**config.mk**
```make
export PLATFORM = sky130hd
export DESIGN_NAME = mem_port_arbiter
export DESIGN_NICKNAME = d
export VERILOG_FILES = /design/src/rtl/mem_port_arbiter.sv
export SDC_FILE = /design/constraint.sdc
export NUM_CORES = 1
export LEC_CHECK = 0
export CAP_MARGIN = 20
export CORE_AREA = 5 5 191 193
export DETAILED_ROUTE_END_ITERATION = 10
export DIE_AREA = 0 0 196 198
export PLACE_DENSITY_LB_ADDON = 0.3
export SKIP_LAST_GASP = 1
export SLEW_MARGIN = 30
export SYNTH_ARGS = -nofsm -noshare
export SYNTH_HDL_FRONTEND = slang
export SYNTH_SLANG_ARGS = --single-unit
```
**constraint.sdc**
```tcl
create_clock -name clk -period 24.9 [get_ports clk]
set_input_delay 4.98 -clock clk [delete_from_list [all_inputs] [get_ports clk]]
set_output_delay 4.98 -clock clk [all_outputs]
set_load 0.005 [all_outputs]
```
**src/rtl/mem_port_arbiter.sv**
```systemverilog
// Arbitrates instruction-fetch and data requests onto one shared memory port.
// Optional BUSY watchdog is enabled by defining ARB_TIMEOUT_EN.
module mem_port_arbiter #(
    parameter int AW          = 64,
    parameter int TIMEOUT_CYC = 255
) (
    input  logic          clk,
    input  logic          reset,
    input  logic          if_req,
    input  logic [AW-1:0] if_addr,
    output logic          if_ready,
    output logic [31:0]   if_rdata,
    input  logic          d_req,
    input  logic          d_we,
    input  logic [AW-1:0] d_addr,
    input  logic [63:0]   d_wdata,
    output logic          d_ready,
    output logic [63:0]   d_rdata,
    output logic          m_valid,
    output logic          m_we,
    output logic [AW-1:0] m_addr,
    output logic [63:0]   m_wdata,
    input  logic          m_ack,
    input  logic [63:0]   m_rdata,
    output logic          stall,
    output logic          err
);

    localparam logic [2:0] IDLE   = 3'd0;
    localparam logic [2:0] BUSY_I = 3'd1;
    localparam logic [2:0] BUSY_D = 3'd2;
    localparam logic [2:0] RESP_I = 3'd3;
    localparam logic [2:0] RESP_D = 3'd4;

    logic [2:0] state;
    logic       last_grant;
    logic       fetch_hi;
    logic       timeout_hit;
    logic       unused_bits;
    logic       busy;

    assign busy     = (state == BUSY_I) || (state == BUSY_D);
    assign m_valid  = busy;
    assign if_ready = (state == RESP_I);
    assign d_ready  = (state == RESP_D);
    assign stall    = (if_req & ~if_ready) | (d_req & ~d_ready);

`ifdef ARB_TIMEOUT_EN
    localparam int CW = $clog2(TIMEOUT_CYC + 1);

    logic [CW-1:0] busy_cnt;
    logic          err_q;

    // Fires on the last allowed BUSY cycle; a same-cycle ack takes priority.
    assign timeout_hit = busy & ~m_ack & (busy_cnt == CW'(TIMEOUT_CYC - 1));
    assign err         = err_q;
    assign unused_bits = ^if_addr[1:0];

    always_ff @(posedge clk or posedge reset) begin
        if (reset) begin
            busy_cnt <= '0;
            err_q    <= 1'b0;
        end else begin
            err_q <= timeout_hit;
            if (busy)
                busy_cnt <= busy_cnt + 1'b1;
            else
                busy_cnt <= '0;
        end
    end
`else
    assign timeout_hit = 1'b0;
    assign err         = 1'b0;
    assign unused_bits = ^if_addr[1:0] ^ (TIMEOUT_CYC > 0);
`endif

    always_ff @(posedge clk or posedge reset) begin
        if (reset) begin
            state      <= IDLE;
            last_grant <= 1'b1;
            fetch_hi   <= 1'b0;
            m_we       <= 1'b0;
            m_addr     <= '0;
            m_wdata    <= '0;
            if_rdata   <= '0;
            d_rdata    <= '0;
        end else begin
            case (state)
                IDLE: begin
                    // last_grant=1 means data won last, so fetch wins a tie
                    if (if_req && (!d_req || last_grant)) begin
                        state      <= BUSY_I;
                        last_grant <= 1'b0;
                        fetch_hi   <= if_addr[2];
                        m_we       <= 1'b0;
                        m_addr     <= {if_addr[AW-1:3], 3'b000};
                        m_wdata    <= '0;
                    end else if (d_req) begin
                        state      <= BUSY_D;
                        last_grant <= 1'b1;
                        m_we       <= d_we;
                        m_addr     <= d_addr;
                        m_wdata    <= d_wdata;
                    end
                end
                BUSY_I: begin
                    if (m_ack) begin
                        state    <= RESP_I;
                        if_rdata <= fetch_hi ? m_rdata[63:32] : m_rdata[31:0];
                    end else if (timeout_hit) begin
                        state    <= RESP_I;
                        if_rdata <= '0;
                    end
                end
                BUSY_D: begin
                    if (m_ack) begin
                        state   <= RESP_D;
                        d_rdata <= m_we ? 64'h0 : m_rdata;
                    end else if (timeout_hit) begin
                        state   <= RESP_D;
                        d_rdata <= '0;
                    end
                end
                RESP_I:  state <= IDLE;
                RESP_D:  state <= IDLE;
                default: state <= IDLE;
            endcase
        end
    end

endmodule
```
Word level (Yosys, flattened, before mapping)
Cells that the tools add are included.
{ "classes": {"bitwise": 5, "muxes": 15, "n_eq_ne": 7, "n_reduce_logical": 11} }
{ "op_table": {"columns": ["operator", "count"], "rows": [
  ["64-bit 2-to-1 mux", 5],
  ["32-bit 2-to-1 mux", 1],
  ["3-bit 2-to-1 mux", 4],
  ["3-bit one-hot mux with 3 select lines", 1],
  ["2-bit AND reduction", 4],
  ["3-bit by 2-bit == test with 1-bit output, second input constant", 2],
  ["1-bit 2-to-1 mux", 4],
  ["2-bit inequality test, second input constant", 2],
  ["3-bit by 1-bit == test with 1-bit output, second input constant", 1],
  ["3-bit == test, second input constant", 1],
  ["3-bit zero test", 1],
  ["3-bit inequality test, second input constant", 1],
  ["3-bit AND reduction", 1],
  ["1-bit AND", 2],
  ["1-bit logical OR", 2],
  ["1-bit NOT", 2],
  ["2-bit nonzero test", 1],
  ["1-bit logical AND", 1],
  ["1-bit zero test", 1],
  ["1-bit OR", 1]
]} }
{ "word_totals": {"output_inout_bits": 230, "ff_bits": 230, "elab_cells": 46, "inputBits": 262} }

Depth between registers and ports, before layout
{ "depth": {"word_depth": 5, "mapped_depth": 7, "mapped_depth_nobuf": 3} }

Least setup slack after synthesis
Ideal clock, no wire load.
{ "synth_timing": {"path_kind": "input to output", "from": "input port if_req", "to": "output port stall", "stages": 3, "arrival_ns": 5.359, "slack_ns": 14.561, "path_cell_list": "clkbuf_1 inv_1 o22ai_1"} }
{ "synth_between": {"elab_chain_cells": 2} }
{ "synth_lines": {"columns": ["element", "line", "source"], "rows": [
  ["start, declared", "9", "input logic if_req,"],
  ["1-bit AND", "46", "assign stall = (if_req & ~if_ready) | (d_req & ~d_ready);"],
  ["1-bit OR", "46", null],
  ["end, declared", "25", "output logic stall,"]
]} }
Every way passes these cells.

Worst setup path after layout
Same ends and word-level chain as after synthesis.

==> impl_metrics.yaml <==
run_status:
  status: "finished, final reports clean"
critical_path:
  worstRegToRegCells: 4
  slowest_delay_ps: 720
  startpoint_type: "input port"
  path_common_cell: "clkdlybuf4s50_1"
  slowest_stage: "clkdlybuf4s50_1"
  cp_max_fo: 7
  cp.required_ps: 19920
  crit_chain: "clkdlybuf4s50_1, inv_1, o22ai_1, clkdlybuf4s50_1"
  worst-path-stages: 4
  cp_data_arrival_time_ps: 6590
  crit_family: "buffers and inverters"
  endpoint_kind: "primary output"
  critical_path_class: "in2out"
  crit_buf_inv: 3
synth:
  syn_inst: 968
  syn_nets: 1230
  synth_edf_count: 0
  ys_top_cells_by_area: "dfrtp_1 57%, o221a_2 6.8%, o21ai_0 6.5%"
  yosysSeqAreaShare_pct: 56.91
  ys_seq_elements: 230
  synth_fa_ha_area_share_pct: 0
  synth_compound_area_share_pct: 20.46
  yosys_warnings: 0
  synth_largest_area_cell: "dfrtp_1"
  yosysUniqueCellTypes: 29
  yosysMostFrequentCell: "dfrtp_1"
  synth.area.mux_share_pct: 3.278
  yosys-top-cells-count: "229 x dfrtp_1, 132 x o21ai_0, 73 x inv_1"
  synth_top_area_share_pct: 56.66
  synth_xor_area_share_pct: 0.08659
  netlist_area_um2: 10110
  ys.flop_type: "dfrtp_1"
  synth-simple-area-share_pct: 12.20
  syn_avg_cell_area_um2: 10.45
  synth_top_family_by_area: "compound AO/OA/AOI/OAI gates"
  synth-async-reset-ratio_pct: 100.0
clocking:
  clkLatencyLatePin_ps: 540
  clkTransAtPathRegs_ps: 60
  htreeDepth: 1
  root_buffer: "clkbuf_16"
  clock-sinks: 230
  clock_path_buffers: 3
  cts_resized: 0
  cts_tree: "done"
  numCtsBuffers: 28
  hold_buffers: 0
  postCtsSetupBuffers: 0
global_routing:
  grt_busiest_layer: "met2"
  gr-usage-all-layers_pct: 17.75
  grt_antenna_before_repair: 1
  grt_overflow: 0
  grt_pass1_vias: 9167
  grt_pass1_wl_mm: 55.60
  globalRouteMet2Util_pct: 31.01
  grt_use_met1_pct: 21.61
  grt_max_degree: 107
  use_met3_pct: 4.611
sta:
  fin_tns_setup_ps: 0
  max_freq_ghz: 0.08640
  final_hold_viol_count: 0
  rsz0062_at_grt: "no"
  worst_slew_pin_slew_ps: 977.0
  post-route-min-period_ps: 11570
  relSlewSlack_pct: 34.87
  setup_viol: 0
  fin_skew_ps: 12.12
  fin_crit_sh_pct: 46.48
  maxSlewViolCount: 0
power:
  p_leak_nw: 6.783
  peakVddDrop_uv: 66.96
  power.density_nw_per_um2: 117.3
  finalPower_w: 0.001909
route:
  routedWlPerCell_um: 19.53
  drtIter0Drc: 464
  via_count: 8922
  drt-total-wl_mm: 36.80
  remaining_drc_errors: 0
  avgViaCountPerCell: 4.736
  dr.pass1.iters: 5
  ant_nets: 0
cells_and_area:
  fillers: 3199
  synthToLayoutAreaGrowth_pct: 60.91
  regArea_um2: 5758
  layout-drive-gt1-share_pct: 9.244
  fin_nets: 1669
  multi_input_area_um2: 3715
hold_path:
  hold_depth: 2
  hold_path_class: "reg2reg"
floorplan:
  ioPinCount: 492
  core_um2: 34370
  design.die.area_um2: 38810
  num_rows: 68
  die_h_um: 198
  start_util_pct: 29.43
  die_w_um: 196
job:
  drv_cap: 0
placement:
  portBuffers: 488
  dp_hpwl_mm: 25.67
  gp_congestion: 0.8184
[cell type report]
cell class | instances | share of cell area (%)
antenna | 1 | 0.01538
clock buffer | 41 | 5.105
clock inverter | 10 | 0.6688
inverter | 73 | 1.730
multi-input combinational | 573 | 22.82
sequential | 230 | 35.38
tap | 455 | 3.498
timing repair buffer | 501 | 30.78
[power breakdown]
part	leakage (nW)	switching (W)	internal, W
Clock	0.460	0.000163	0.000251
Sequential	2.77	0.0000890	0.000542
Combinational	3.55	0.000375	0.000489
[worst paths after layout]
check | startpoint | endpoint | slack [ps]
min in group asynchronous | reset | m_wdata[28] | 4930
hold / removal | d_rdata[29] | d_rdata[29] | 480
setup / recovery | if_req | stall | 13330
max in group asynchronous | reset | d_rdata[22] | 18230
setup reg to reg | state[1] | m_addr[16] | 22430
hold reg to reg | d_rdata[29] | d_rdata[29] | 480
[kinds of logic (layout without fill, tap and decap cells)]
kind of cell,count (synthesis),in the layout
simple gates,236,236
other cells,1,2
mux,33,33
flops,230,230
buf+inv,165,625
xor+xnor,1,1
compound gates,302,302
[metal layers]
layer,vias up,wire length [µm]
met4,0,1134
li1,4268,-
met1,4295,14620
met2,289,18400
met3,70,2646
met5,-,0
[metrics by stage]
stage               utilization (%)  cell area [µm²]  cells  setup slack (ps)  hold WS (ps)
floorplan                         -            10110    968             13620         473.3
global placement              44.49            15290   1831             13380         461.7
detailed placement            44.51            15300   1831             13330         469.1
CTS                           47.24            16240   1882             13330         482.1
global route                  47.35            16280   1884             13280         499.3
finish                        47.35            16280   1884             13330         476.0
[layout by cell type (no fill, tap or decap), types with 2 or more instances in the layout]
| master | count |
|---|---|
| clkinvlp_4 | 2 |
| dfrtp_1 | 228 |
| nor2_4 | 2 |
| nor3_1 | 2 |
| nand2b_1 | 65 |
| o221a_2 | 61 |
| buf_6 | 2 |
| o21ai_0 | 132 |
| bufinv_16 | 2 |
| clkbuf_1 | 6 |
| nor2_1 | 35 |
| mux2i_1 | 32 |
| nand2_1 | 65 |
| o31ai_1 | 68 |
| o21ai_1 | 3 |
| or3_1 | 61 |
| inv_1 | 72 |
| clkdlybuf4s50_1 | 488 |
| clkinv_2 | 5 |
| clkbuf_8 | 6 |
| a21oi_1 | 35 |
| buf_4 | 10 |
| clkbuf_16 | 29 |
[worst reg2reg max path, cell delays in order, from the launching register on]
cell	delay (ps)
dfrtp_1	520
or3_4	610
buf_4	440
or3_1	640
o221a_2	150
[sequential cells by signal (all words and copies together), names as in the netlist]
register    count
last_grant      1
m_wdata        64
if_rdata       32
fetch_hi        1
m_we            1
m_addr         64
d_rdata        64
state           3
Note: power is estimated with default switching activity, not from simulation.
